<file path="config.mk">
export PLATFORM = sky130hd
export DESIGN_NAME = matmul_bus_sequencer
export DESIGN_NICKNAME = d
export VERILOG_FILES = /design/src/rtl/matmul_seq_pkg.sv /design/src/rtl/matmul_seq_counter.sv /design/src/rtl/matmul_bus_sequencer.sv
export SDC_FILE = /design/constraint.sdc
export NUM_CORES = 1
export LEC_CHECK = 0
export ABC_AREA = 1
export BUFFER_PORTS_ARGS = -buffer_cell sky130_fd_sc_hd__buf_2
export CELL_PAD_IN_SITES_DETAIL_PLACEMENT = 1
export CELL_PAD_IN_SITES_GLOBAL_PLACEMENT = 1
export CORE_MARGIN = 3
export CORE_UTILIZATION = 32
export CTS_CLUSTER_SIZE = 28
export DETAILED_ROUTE_END_ITERATION = 12
export PLACE_DENSITY_LB_ADDON = 0.1
export SYNTH_ARGS = -nofsm -noshare
export SYNTH_HDL_FRONTEND = slang
export SYNTH_HIERARCHICAL = 1
export SYNTH_SLANG_ARGS = --single-unit
</file>
<file path="constraint.sdc">
create_clock -name Clk -period 4.7 [get_ports Clk]
set_input_delay 0.94 -clock Clk [delete_from_list [all_inputs] [get_ports Clk]]
set_output_delay 0.94 -clock Clk [all_outputs]
set_load 0.02 [all_outputs]
</file>
<file path="src/rtl/matmul_seq_pkg.sv">
// Shared types and constants for the matmul tile bus sequencer.
// Optional feature macro: MATMUL_SEQ_PERF_EN (see matmul_bus_sequencer).
package matmul_seq_pkg;

  typedef enum logic [2:0] {
    IDLE,
    LOAD_M,
    LOAD_V,
    SETTLE,
    RD_ADDR,
    RD_CAP,
    EMIT
  } seqState_t;

  localparam int GLOBAL_DATA_WIDTH = 32;
  localparam int GLOBAL_ADDR_WIDTH = 15;

  localparam logic [GLOBAL_ADDR_WIDTH-1:0] ADDR_MATRIX = 15'd0;
  localparam logic [GLOBAL_ADDR_WIDTH-1:0] ADDR_VECTOR = 15'd1;

  // Counter width able to hold N*N (matrix word count).
  function automatic int cntWidth(input int n);
    return $clog2(n * n + 1);
  endfunction

endpackage

</file>
<file path="src/rtl/matmul_seq_counter.sv">
// Loadable up/down counter with terminal-value flag.
// Shared by the word, settle and result-index counters.
module matmul_seq_counter #(
  parameter int pWidth = 3
) (
  input  logic              Clk,
  input  logic              Reset,
  input  logic              load,
  input  logic [pWidth-1:0] loadValue,
  input  logic              up,
  input  logic              down,
  input  logic [pWidth-1:0] termValue,
  output logic [pWidth-1:0] count,
  output logic              atTerm
);

  // Load has priority over counting; up over down.
  always_ff @(posedge Clk or posedge Reset) begin
    if (Reset) begin
      count <= '0;
    end else if (load) begin
      count <= loadValue;
    end else if (up) begin
      count <= count + pWidth'(1);
    end else if (down) begin
      count <= count - pWidth'(1);
    end
  end

  assign atTerm = (count == termValue);

endmodule

</file>
<file path="src/rtl/matmul_bus_sequencer.sv">
// Host-side driver for the scan-mode matmul tile: loads matrix and
// vector, reads results back. Macro MATMUL_SEQ_PERF_EN adds cycCount.
module matmul_bus_sequencer
  import matmul_seq_pkg::*;
#(
  parameter int pVectorSize = 2,
  parameter int pWordSize   = 8,
  parameter int pSettle     = 2
) (
  input  logic                         Clk,
  input  logic                         Reset,
  input  logic                         inValid,
  output logic                         inReady,
  input  logic [pWordSize-1:0]         inData,
  output logic                         busRD,
  output logic                         busWR,
  output logic [GLOBAL_ADDR_WIDTH-1:0] busAddr,
  output logic [GLOBAL_DATA_WIDTH-1:0] busDataOut,
  input  logic [GLOBAL_DATA_WIDTH-1:0] busDataIn,
  output logic                         outValid,
  input  logic                         outReady,
  output logic [pWordSize-1:0]         outData,
  output logic                         outLast,
  output logic                         busy
`ifdef MATMUL_SEQ_PERF_EN
  ,
  output logic [15:0]                  cycCount
`endif
);

  localparam int CW = cntWidth(pVectorSize);
  localparam int SW = $clog2(pSettle + 1);

  localparam logic [CW-1:0] MAT_LAST =
    CW'(pVectorSize * pVectorSize - 1);
  localparam logic [CW-1:0] VEC_LAST = CW'(pVectorSize - 1);
  localparam logic [SW-1:0] SETTLE_INIT = SW'(pSettle);
  localparam logic [SW-1:0] SETTLE_TERM = SW'(1);

  seqState_t state;
  seqState_t stateNext;

  logic [CW-1:0] wordCnt;
  logic [CW-1:0] wordTerm;
  logic          wordAtTerm;
  logic          wordLoad;
  logic          wordUp;

  logic [SW-1:0] settleCnt;
  logic          settleAtTerm;
  logic          settleLoad;
  logic          settleDown;

  logic [CW-1:0] idxCnt;
  logic          idxAtTerm;
  logic          idxLoad;
  logic          idxUp;

  logic                 capture;
  logic                 finalHs;
  logic [pWordSize-1:0] dataHold;

  assign wordTerm = (state == LOAD_V) ? VEC_LAST : MAT_LAST;

  matmul_seq_counter #(.pWidth(CW)) uWordCnt (
    .Clk       (Clk),
    .Reset     (Reset),
    .load      (wordLoad),
    .loadValue ('0),
    .up        (wordUp),
    .down      (1'b0),
    .termValue (wordTerm),
    .count     (wordCnt),
    .atTerm    (wordAtTerm)
  );

  matmul_seq_counter #(.pWidth(SW)) uSettleCnt (
    .Clk       (Clk),
    .Reset     (Reset),
    .load      (settleLoad),
    .loadValue (SETTLE_INIT),
    .up        (1'b0),
    .down      (settleDown),
    .termValue (SETTLE_TERM),
    .count     (settleCnt),
    .atTerm    (settleAtTerm)
  );

  matmul_seq_counter #(.pWidth(CW)) uIdxCnt (
    .Clk       (Clk),
    .Reset     (Reset),
    .load      (idxLoad),
    .loadValue ('0),
    .up        (idxUp),
    .down      (1'b0),
    .termValue (VEC_LAST),
    .count     (idxCnt),
    .atTerm    (idxAtTerm)
  );

  // State register.
  always_ff @(posedge Clk or posedge Reset) begin
    if (Reset) begin
      state <= IDLE;
    end else begin
      state <= stateNext;
    end
  end

  // Next-state, bus strobes and counter controls.
  always_comb begin
    stateNext  = state;
    inReady    = 1'b0;
    busWR      = 1'b0;
    busRD      = 1'b0;
    busAddr    = ADDR_MATRIX;
    outValid   = 1'b0;
    outLast    = 1'b0;
    wordLoad   = 1'b0;
    wordUp     = 1'b0;
    settleLoad = 1'b0;
    settleDown = 1'b0;
    idxLoad    = 1'b0;
    idxUp      = 1'b0;
    capture    = 1'b0;
    finalHs    = 1'b0;
    unique case (state)
      IDLE: begin
        if (inValid) begin
          stateNext = LOAD_M;
          wordLoad  = 1'b1;
        end
      end
      LOAD_M: begin
        inReady = 1'b1;
        if (inValid) begin
          busWR  = 1'b1;
          wordUp = 1'b1;
          if (wordAtTerm) begin
            stateNext = LOAD_V;
            wordLoad  = 1'b1;
          end
        end
      end
      LOAD_V: begin
        inReady = 1'b1;
        busAddr = ADDR_VECTOR;
        if (inValid) begin
          busWR  = 1'b1;
          wordUp = 1'b1;
          if (wordAtTerm) begin
            stateNext  = SETTLE;
            settleLoad = 1'b1;
          end
        end
      end
      SETTLE: begin
        settleDown = 1'b1;
        if (settleAtTerm) begin
          stateNext = RD_ADDR;
          idxLoad   = 1'b1;
        end
      end
      RD_ADDR: begin
        busRD     = 1'b1;
        busAddr   = GLOBAL_ADDR_WIDTH'(idxCnt);
        stateNext = RD_CAP;
      end
      RD_CAP: begin
        busRD     = 1'b1;
        busAddr   = GLOBAL_ADDR_WIDTH'(idxCnt);
        capture   = 1'b1;
        stateNext = EMIT;
      end
      EMIT: begin
        outValid = 1'b1;
        outLast  = idxAtTerm;
        if (outReady) begin
          if (idxAtTerm) begin
            stateNext = IDLE;
            finalHs   = 1'b1;
          end else begin
            idxUp     = 1'b1;
            stateNext = RD_ADDR;
          end
        end
      end
      default: stateNext = IDLE;
    endcase
  end

  // Hold last written word and capture the read-back result.
  always_ff @(posedge Clk or posedge Reset) begin
    if (Reset) begin
      dataHold <= '0;
      outData  <= '0;
    end else begin
      if (busWR) begin
        dataHold <= inData;
      end
      if (capture) begin
        outData <= busDataIn[pWordSize-1:0];
      end
    end
  end

  assign busDataOut =
    GLOBAL_DATA_WIDTH'(busWR ? inData : dataHold);
  assign busy = (state != IDLE);

  generate
    if (pWordSize < GLOBAL_DATA_WIDTH) begin : gUnused
      logic unusedHigh;
      assign unusedHigh =
        ^busDataIn[GLOBAL_DATA_WIDTH-1:pWordSize];
    end
  endgenerate

`ifdef MATMUL_SEQ_PERF_EN
  logic [15:0] jobCnt;

  // Saturating job cycle counter, frozen on the last result.
  always_ff @(posedge Clk or posedge Reset) begin
    if (Reset) begin
      jobCnt   <= '0;
      cycCount <= '0;
    end else begin
      if (state == IDLE && stateNext != IDLE) begin
        jobCnt <= '0;
      end else if (jobCnt != 16'hFFFF) begin
        jobCnt <= jobCnt + 16'd1;
      end
      if (finalHs) begin
        cycCount <= jobCnt;
      end
    end
  end
`endif

endmodule
</file>
==> impl_metrics.json <==
{
  "cts_max_level": 1,
  "startpoint_type": "register",
  "p_leak_nw": 1.242,
  "clockRootBuffer": "clkbuf_8",
  "drtPass1Iterations": 4,
  "drv_slew": 0,
  "path_cells": "clkinv_2 > nand3_2 > nand2_4 > nand2_4 > inv_6 > nand2_1 > nand2_1 > buf_2",
  "cp_slowest_stage_delay_ns": 0.51,
  "clk_path_buf_depth": 2,
  "grt-ovfl-total": 0,
  "status": "complete, no violations",
  "die_h_microns": 82.43,
  "synth_area_sq_um": 1869,
  "r2r_cells": 13,
  "maxCapViolCount": 0,
  "worstReg2RegStart": "state[0]",
  "grt_pass1_wl_mm": 6.734,
  "period_needed_ns": 2.670,
  "row_count": 27,
  "fillers": 755,
  "hp-class": "register to register",
  "routedWlPerCell_microns": 10.42,
  "fmax_mhz": 374.5,
  "synth_top_cell_by_area": "dfrtp_1",
  "synth_seq_area_share_pct": 36.14,
  "io_pins": 105,
  "fin_setup_tns_ns": 0,
  "max_slew.worst_pin.slew_ns": 0.7330,
  "ir_worst_vdd_mv": 0.3128,
  "hold-path-endpoint": "dataHold[3]",
  "min_path_cells": 2,
  "setup_viol": 0,
  "slew_headroom_pct": 51.08,
  "portBuffers": 44,
  "crit_type": "register to primary output",
  "track_usage_pct": 12.76,
  "synth_xor_area_share_pct": 3.748,
  "final_area_sq_um": 2147,
  "ys_warn_count": 6,
  "start_util_pct": 33.54,
  "synth_edf_count": 0,
  "synth-compound-area-share_pct": 2.610,
  "worstPathArrival_ns": 1.73,
  "synth.avg_cell_area_sq_um": 7.630,
  "dieArea_sq_um": 6795,
  "period_share_pct": 56.82,
  "synth-simple-area-share_pct": 28.11,
  "p_per_area_nw_per_um2": 672.1,
  "antenna_cells": 0,
  "cts_tree": "done",
  "netlist.area_leader.share_pct": 36.14,
  "synth_cell_type_count": 26,
  "timing.rr.end": "uWordCnt/count[2]",
  "nNetsFinal": 356,
  "hold_violations": 0,
  "via_per_inst": 4.039,
  "synth_top_family_by_area": "simple AND/OR/NAND/NOR gates",
  "postCtsSetupBuffers": 0,
  "reg2reg_setup_slack_ns": 2.54,
  "cts_resized": 0,
  "area_delta_synth_final_pct": 14.86,
  "coreArea_sq_um": 5574,
  "critPathMaxFanout": 11,
  "ant_nets": 0,
  "post_synth_fa_ha_maj_area_fraction_pct": 2.142,
  "cts_made_buffers": 3,
  "place.gp.congestion": 0.7384,
  "synthCells": 245,
  "vias": 1539,
  "end_kind": "primary output",
  "dr.first_iter.drc_count": 27,
  "hold_path.startpoint": "dataHold[3]",
  "synth-seq-cells": 27,
  "die_w_microns": 82.43,
  "slowest_stage": "dfrtp_1",
  "place_area_sq_um": 2097,
  "antenna_found_initial": 0,
  "crit_family": "simple AND/OR/NAND/NOR gates",
  "hpwl_mm": 3.303,
  "cts.sinks": 27,
  "finalPower_mw": 1.443,
  "wl_mm": 3.969,
  "yosys-mux-area-fraction_pct": 4.819,
  "clkTransAtPathRegs_ns": 0.11,
  "skew_ns": 0.005452,
  "drive_gt1_share_pct": 24.60,
  "postCtsHoldBufs": 0,
  "yosys-top-cells-area": "dfrtp_1 36%, nand2_1 15%, buf_4 14%, inv_1 5.0%, mux2_2 4.8%",
  "grt_pass1_vias": 1582,
  "async_reset_ff_share_pct": 100.0,
  "drc": 0,
  "rsz0062_at_grt": "false",
  "grt_max_degree": 20,
  "crit_required_ns": 3.76,
  "path_buf_inv": 3,
  "insertion_delay_ns": 0.28,
  "ys.flop_type": "dfrtp_1"
}
worst min-delay path, cell delays in order, from the launching register on:
cell and delay [ns]:
dfrtp_1 0.34, nand2_1 0.05, nand2_1 0.07
sequential cells by signal (all words and copies together) (netlist names):
signal            count
outData               8
dataHold              8
uWordCnt/count        3
uSettleCnt/count      2
state                 3
uIdxCnt/count         3
cells in the mapped netlist (2+ instances only):
library cell,n
o21ai_0,3
mux2_2,8
fa_1,2
inv_1,25
nand3_2,3
a21oi_1,2
dfrtp_1,27
nand2_1,76
buf_4,36
nand3_1,9
xor2_1,8
conb_1,2
nor3_1,3
nand4_1,3
nor2_1,16
a31oi_1,2
nand2_4,2
inv_2,6
nand2_2,5
through the flow:
stage	utilization [%]	worst slack, ns	hold WS (ns)	instances
floorplan	-	2.417	0.5071	298
global placement	37.62	2.145	0.4571	377
detailed placement	37.62	2.138	0.4599	377
CTS	38.52	1.979	0.4911	381
global route	38.52	1.848	0.5208	381
finish	38.52	2.030	0.4850	381
layout make-up:
cell class                 instances  area, sq um  area share [%]
inverter                          33        130.1           6.061
sequential                        27        675.6           31.47
clock buffer                       3        41.29           1.923
tap                               72        90.09           4.196
multi-input combinational        201        980.9           45.69
clock inverter                     1        8.758          0.4079
timing repair buffer              44        220.2           10.26
metal layers:
| metal | global-route usage, % | part of all wire, % |
|---|---|---|
| met3 | 4.881 | 9.5 |
| met1 | 15.36 | 43 |
| met5 | 0 | 0 |
| met2 | 21.39 | 46 |
| met4 | 2.990 | 0.78 |
cells by family after synthesis:
group / count (synthesis)
and+or+nand+nor: 119
buffers and inverters: 70
DFF: 27
AOI/OAI and AO/OA: 9
xor gates and xnor gates: 8
muxes: 8
adders and majority gates: 2
other: 2
cell usage in the layout (no fill, tap or decap), types with 6 or more instances in the layout:
cell      n
inv_2     6
nand3_1   9
mux2_2    8
nor2_1   16
xor2_1    8
dfrtp_1  27
inv_1    25
nand2_1  76
buf_2    44
conb_1   55
power by group:
part	internal (mW)	switching, mW
clock	0.0625	0.0829
combinational	0.295	0.547
sequential	0.350	0.105
total	0.708	0.735
worst max path at each step:
stage                  start  slack [ns]  cells past startpoint       endpoint
floorplan            inValid        2.42                      4  busDataOut[0]
global placement     inValid        2.14                      6  busDataOut[0]
detailed placement   inValid        2.14                      6  busDataOut[1]
CTS                 state[0]        1.98                      8  busDataOut[1]
global route        state[0]        1.85                      8  busDataOut[4]
finish              state[0]        2.03                      8  busDataOut[1]
No activity file was read; power rests on OpenSTA's default activity.
